[src/rtl/pipe_stage_skid.sv]
// Inter-stage pipeline register with a 2-entry skid buffer (main + skid) and flush-to-NOP.
// Optional performance counters (stall_cnt, bubble_cnt) are built when PIPE_STATS_EN is defined.
module pipe_stage_skid #(
  parameter int DATA_W = 120,
  parameter int CTRL_W = 16,
  parameter int STAT_W = 16
) (
  input  logic              CLK,
  input  logic              RST_N,
  input  logic              flush,
  input  logic              in_valid,
  output logic              in_ready,
  input  logic [CTRL_W-1:0] in_ctrl,
  input  logic [DATA_W-1:0] in_data,
  output logic              out_valid,
  input  logic              out_ready,
  output logic [CTRL_W-1:0] out_ctrl,
  output logic [DATA_W-1:0] out_data
`ifdef PIPE_STATS_EN
  ,
  output logic [STAT_W-1:0] stall_cnt,
  output logic [STAT_W-1:0] bubble_cnt
`endif
);

  typedef enum logic [1:0] {
    EMPTY = 2'd0,
    BUSY  = 2'd1,
    FULL  = 2'd2
  } state_t;

  state_t              state_q, state_d;
  logic                out_valid_q, out_valid_d;
  logic [CTRL_W-1:0]   main_ctrl_q, main_ctrl_d;
  logic [DATA_W-1:0]   main_data_q, main_data_d;
  logic [CTRL_W-1:0]   skid_ctrl_q, skid_ctrl_d;
  logic [DATA_W-1:0]   skid_data_q, skid_data_d;
  logic                accept;
  logic                emit;

  assign in_ready  = RST_N & ~flush & (state_q != FULL);
  assign accept    = in_valid & in_ready;
  assign emit      = out_valid_q & out_ready;
  assign out_valid = out_valid_q;
  assign out_ctrl  = main_ctrl_q;
  assign out_data  = main_data_q;

  // main_ctrl is zeroed whenever the stage goes empty so an idle output is always a NOP;
  // data registers are left alone to avoid needless toggling.
  always_comb begin
    state_d     = state_q;
    main_ctrl_d = main_ctrl_q;
    main_data_d = main_data_q;
    skid_ctrl_d = skid_ctrl_q;
    skid_data_d = skid_data_q;
    if (flush) begin
      state_d     = EMPTY;
      main_ctrl_d = '0;
      skid_ctrl_d = '0;
    end else begin
      case (state_q)
        EMPTY: begin
          if (accept) begin
            state_d     = BUSY;
            main_ctrl_d = in_ctrl;
            main_data_d = in_data;
          end
        end
        BUSY: begin
          if (accept && emit) begin
            main_ctrl_d = in_ctrl;
            main_data_d = in_data;
          end else if (accept) begin
            state_d     = FULL;
            skid_ctrl_d = in_ctrl;
            skid_data_d = in_data;
          end else if (emit) begin
            state_d     = EMPTY;
            main_ctrl_d = '0;
          end
        end
        FULL: begin
          if (emit) begin
            state_d     = BUSY;
            main_ctrl_d = skid_ctrl_q;
            main_data_d = skid_data_q;
            skid_ctrl_d = '0;
          end
        end
        default: begin
          state_d     = EMPTY;
          main_ctrl_d = '0;
          skid_ctrl_d = '0;
        end
      endcase
    end
    out_valid_d = (state_d != EMPTY);
  end

  always_ff @(posedge CLK) begin
    if (!RST_N) begin
      state_q     <= EMPTY;
      out_valid_q <= 1'b0;
      main_ctrl_q <= '0;
      main_data_q <= '0;
      skid_ctrl_q <= '0;
      skid_data_q <= '0;
    end else begin
      state_q     <= state_d;
      out_valid_q <= out_valid_d;
      main_ctrl_q <= main_ctrl_d;
      main_data_q <= main_data_d;
      skid_ctrl_q <= skid_ctrl_d;
      skid_data_q <= skid_data_d;
    end
  end

`ifdef PIPE_STATS_EN
  logic [STAT_W-1:0] stall_cnt_q, stall_cnt_d;
  logic [STAT_W-1:0] bubble_cnt_q, bubble_cnt_d;

  // Saturating counters; flush deliberately does not clear them.
  always_comb begin
    stall_cnt_d  = stall_cnt_q;
    bubble_cnt_d = bubble_cnt_q;
    if (out_valid_q && !out_ready && (stall_cnt_q != {STAT_W{1'b1}}))
      stall_cnt_d = stall_cnt_q + STAT_W'(1);
    if (!out_valid_q && out_ready && (bubble_cnt_q != {STAT_W{1'b1}}))
      bubble_cnt_d = bubble_cnt_q + STAT_W'(1);
  end

  always_ff @(posedge CLK) begin
    if (!RST_N) begin
      stall_cnt_q  <= '0;
      bubble_cnt_q <= '0;
    end else begin
      stall_cnt_q  <= stall_cnt_d;
      bubble_cnt_q <= bubble_cnt_d;
    end
  end

  assign stall_cnt  = stall_cnt_q;
  assign bubble_cnt = bubble_cnt_q;
`endif

endmodule
[config.mk]
export PLATFORM = sky130hd
export DESIGN_NAME = pipe_stage_skid
export DESIGN_NICKNAME = d
export VERILOG_FILES = /design/src/rtl/pipe_stage_skid.sv
export SDC_FILE = /design/constraint.sdc
export NUM_CORES = 1
export LEC_CHECK = 0
export ABC_AREA = 1
export CAP_MARGIN = 20
export CORE_MARGIN = 2
export CORE_UTILIZATION = 40
export DETAILED_ROUTE_END_ITERATION = 8
export GPL_TIMING_DRIVEN = 0
export HOLD_SLACK_MARGIN = 0.06
export PLACE_DENSITY = 0.67
export SLEW_MARGIN = 10
export SYNTH_ARGS = -nofsm -noshare
export SYNTH_HDL_FRONTEND = slang
export SYNTH_SLANG_ARGS = --single-unit
[constraint.sdc]
create_clock -name CLK -period 2.3 [get_ports CLK]
set_clock_uncertainty 0.1 [all_clocks]
set_input_delay 0.46 -clock CLK [delete_from_list [all_inputs] [get_ports CLK]]
set_output_delay 0.46 -clock CLK [all_outputs]
set_load 0.02 [all_outputs]
## Yosys cells after proc, flatten, opt, wreduce, memory -nomap -nowiden

Index checks and enable logic that the tools add are counted.

| word-level totals | value |
|---|---|
| bits in latches | 0 |
| RAM bits | 0 |
| memories | 0 |
| logic and storage cells | 52 |
| input port bits | 141 |
| output and inout port bits | 138 |
| bits in read-only memories | 0 |
| register bits | 275 |

| cells by class | value |
|---|---|
| reduce and logical (&&, ||, !) cells | 9 |
| shifts and indexed selects | 0 |
| add/sub/neg operators | 0 |
| mux-type cells | 19 |
| multipliers | 0 |
| div/mod/pow operators | 0 |
| magnitude comparators | 0 |
| bitwise logic cells | 8 |
| eq/ne operators | 10 |

Operator list:

| kind | count |
|---|---|
| 120-bit 2-to-1 mux | 3 |
| 120-bit case mux with 3 select lines | 1 |
| 16-bit 2-to-1 mux | 6 |
| 16-bit case mux with 3 select lines | 2 |
| 2-bit 2-to-1 mux | 6 |
| 2-bit != test, second input constant | 6 |
| 4-bit AND reduction | 3 |
| 3-bit != test, second input constant | 2 |
| 2-bit case mux with 3 select lines | 1 |
| 5-bit AND reduction | 1 |
| 1-bit AND | 4 |
| 1-bit inverter | 4 |
| 3-bit nonzero test | 1 |
| 2-bit by 1-bit == test with 1-bit output, second input constant | 1 |
| 2-bit == test, second input constant | 1 |
| 2-bit zero test | 1 |
| 2-bit nonzero test | 1 |
| 2-bit OR reduction | 1 |
| 1-bit logical AND | 1 |

## Longest topological paths before layout

| depth | value |
|---|---|
| depth after elaboration | 9 |
| depth in mapped cells | 10 |

## Worst setup path before layout

No wires, ideal clock.

| timing | value |
|---|---|
| path kind | input to register |
| start point | input RST_N |
| end point | register main_data_q[0], in the netlist out_data[0] |
| required time | 2.085 ns |
| setup slack | 0.499 ns |
| arrival time | 1.586 ns |
| setup time | 0.115 ns |
| stages on the path | 10 |
| path buffers | 3 |
| cells stage by stage | buf_4 -> inv_2 -> nor2_8 -> nand3_4 -> o21ai_4 -> buf_4 -> buf_2 -> nand3_1 -> nand2_1 -> nor2_1 |

| between the ends | value |
|---|---|
| cells in the longest elaborated chain, start to end | 6 |
| elaborated cells on any way between the ends | 7 |

RTL lines:

| element | RTL line | source |
|---|---|---|
| from (decl) | 9 | `input logic RST_N,` |
| 1-bit AND (2 in a row) | 41 | `assign in_ready = RST_N & ~flush & (state_q != FULL);` |
| 1-bit AND | 42 | `assign accept = in_valid & in_ready;` |
| 1-bit logical AND | 70 | `if (accept && emit) begin` |
| 2-bit != test (no source line) | -- |  |
| 5-bit AND reduction (no source line) | -- |  |
| to (signal assigned) | 112 | `main_data_q <= main_data_d;` |
| to (decl) | 35 | `logic [DATA_W-1:0] main_data_q, main_data_d;` |

Several ways; a longest one is shown, not always the timed one.
A chain may end at the register's enable or synchronous reset.

## Worst setup path in the final report

| timing | value |
|---|---|
| start point | register state_q[1] |
| end point | output in_ready |

| between the ends | value |
|---|---|
| cells in the longest elaborated chain, start to end | 2 |

RTL lines:

| element | RTL line | source |
|---|---|---|
| from (decl) | 32 | `state_t state_q, state_d;` |
| from (signal assigned) | 109 | `state_q <= state_d;` |
| 2-bit != test | 41 |  |
| 1-bit AND | 41 |  |
| to (decl) | 12 | `output logic in_ready,` |

Every way passes these cells.

==> flow_metrics.py <==
metrics = {
    "layout": {
        "stdcell_area_sq_um": 17100,
        "layout.cells.non_filler": 2705,
        "nets": 2421,
        "drive_gt1_share_pct": 6.86,
        "areaGrowthSynthToFinish_pct": 33.7,
        "ff_latch_area_sq_um": 5510,
        "utilization_pct": 54.2,
        "nFillCells": 3165,
        "multi_input_area_sq_um": 5830,
    },
    "worst_setup_path": {
        "cp-startpoint": "state_q[1]",
        "cp-start-kind": "register",
        "worstPathCellList": "inv_2 > nor2_4 > nor2_4 > buf_4 > clkdlybuf4s15_2",
        "ff2ff_path_depth": 8,
        "timing.rr.end": "out_data[60]",
        "required_ns": 1.74,
        "worst_path_max_delay_cell": "dfxtp_2",
        "cp_max_fo": 10,
        "cp-endpoint": "in_ready",
        "slowest_delay_ns": 0.36,
        "r2r_start": "out_valid",
        "rrSetupSlack_ns": 0.20,
        "critPathArrivalTime_ns": 1.67,
        "endpoint_kind": "output pin",
        "path_class": "register to output pin",
        "cp_common_cell": "nor2_4",
    },
    "timing": {
        "final-max-slew-violation-count": 0,
        "setup_slack_ns": 0.0726,
        "rsz0062_at_grt": "no",
        "holdWs_ns": 0.287,
        "slew_headroom_pct": 26.1,
        "min_period_over_period_pct": 96.8,
        "fmax_mhz": 449,
        "setup_viol": 0,
        "tightestPinTransition_ns": 1.11,
        "fin_crit_ns": 2.23,
        "finalHoldViolations": 0,
        "setup_tns_ns": 0,
    },
    "logic_synthesis": {
        "synth_top_area_cell": "dfxtp_1",
        "async_flop_share_pct": 0,
        "synth_cell_type_count": 25,
        "syn_avg_cell_area_sq_um": 6.49,
        "ys_seq_elements": 275,
        "ys_seq_area_share_pct": 43.1,
        "synth_edf_count": 0,
        "ys_warn_count": 0,
        "syn_area_sq_um": 12800,
        "synth.area.top_cells": "dfxtp_1, nand2_1, nor2_1",
        "synth_top_area_share_pct": 43.1,
        "synth.most_common_cell": "nand2_1",
        "synthCells": 1970,
        "synth_ff_type": "dfxtp_1",
        "synth_nets": 2111,
        "synth_common_cells": "nand2_1, nor2_1, dfxtp_1",
    },
    "routing": {
        "viasPerCell": 4.83,
        "ant_nets": 0,
        "drc": 0,
        "firstDrtPassIters": 5,
        "routed_wl_um": 38500,
        "post_drt_wl_per_cell_um": 14.2,
        "drt_iter0_markers": 728,
        "vias": 13100,
    },
    "placement": {
        "io_buffers": 276,
        "dpl.hpwl_um": 27600,
        "finalWeightedCongestion": 0.848,
        "dp.cells": 2648,
        "placed_area_sq_um": 16100,
        "dp_worst_setup_slack_ns": -0.764,
    },
    "hold_path": {
        "min_path_type": "primary input to register",
        "min_from": "RST_N",
    },
    "clocking": {
        "cts.sinks": 275,
        "clk_path_buf_depth": 3,
        "cts.hold.buffers_added": 0,
        "clk_latency_ns": 0.55,
        "path_clk_slew_ns": 0.06,
        "root_buffer": "clkbuf_16",
        "cts_buffers": 31,
        "cts_max_level": 1,
        "cts_tree": "yes",
    },
    "pwr": {
        "finalPower_mw": 11.2,
        "ir_worst_vdd_mv": 0.544,
        "p_leak_nw": 7.53,
        "power.density_nw_per_um2": 658,
    },
    "grt": {
        "antenna_found_initial": 7,
        "grt_pass1_wl_um": 61800,
        "overflow": 0,
        "grt.total_usage_pct": 22.7,
        "grt_pass1_vias": 11900,
        "grt_max_degree": 15,
    },
    "die": {
        "fp.dieW_um": 183,
        "core_area_sq_um": 31600,
        "start_util_pct": 40.5,
        "die_area_sq_um": 33400,
        "pin_count": 279,
        "num_rows": 65,
        "die_h_um": 183,
    },
    "outcome": {
        "status": "complete, no violations",
    },
    "run": {
        "cap_violations": 0,
    },
}
## cells by family (layout without fill, tap and decap cells)
group | after synthesis | after routing | share of synthesized area [%]
buf+inv | 354 | 686 | 11.4
simple gates | 972 | 972 | 30.9
other cells | 0 | 1 | 0
flops | 275 | 275 | 43.1
compound gates | 369 | 369 | 14.7
## worst min-delay path by stage
stage / end / slack, ns / cells past startpoint
after floorplan: skid_data_q[100] / 0.32 / 2
after global placement: skid_data_q[83] / 0.33 / 2
after detailed placement: skid_data_q[83] / 0.34 / 2
after CTS: skid_ctrl_q[0] / 0.26 / 5
after global routing: skid_ctrl_q[4] / 0.28 / 5
final: skid_ctrl_q[1] / 0.29 / 5
## cells in the final DEF (no fill, tap or decap), types with 16 or more instances in the layout
cell	instances
clkbuf_16	31
dfxtp_1	273
a21oi_1	188
nand4_1	16
nand2_1	495
nor2_1	319
clkdlybuf4s50_1	274
buf_2	73
nand3_1	122
clkbuf_1	53
inv_1	202
o21ai_0	166
## timing repair
action | 4_1_cts | 5_1_grt
resized for setup | 7 | 3
pin swaps | 1 | 0
cloned | 0 | 0
buffers inserted | 1 | 0
setup endpoints to repair | 1 | 16
## routing by layer
layer | up-vias | GRT usage (%) | part of all wire (%)
li1 | 6797 | - | -
met1 | 5816 | 30.0 | 46
met2 | 373 | 37.9 | 45
met3 | 62 | 5.18 | 7.6
met4 | 6 | 5.09 | 2.0
met5 | - | 0 | 0.096
## cell type report
cell class	count	share of cell area, %
clock buffer	50	5.66
sequential	275	32.2
multi-input combinational	1341	34.1
clock inverter	5	0.293
inverter	208	4.57
timing repair buffer	277	16.2
buffer	146	3.98
tap	402	2.94
antenna	1	0.0146
## worst max-delay path, delay by kind of cell, from the launching register on
family	cells	cell delay, ns
buffers and inverters	3	0.58
flip-flops	1	0.36
AND/OR/NAND/NOR	2	0.19
## where the power goes
part / internal, mW / total [mW] / switching, mW
Combinational: 0.646 / 1.40 / 0.751
Sequential: 4.89 / 4.96 / 0.0675
Clock: 2.95 / 4.89 / 1.94
## registers in the layout (all words and copies together), names as in the netlist
name and cells:
out_valid 1, state_q 2, skid_ctrl_q 16, skid_data_q 120
out_data 120, out_ctrl 16
(Power assumes the default switching activity.)
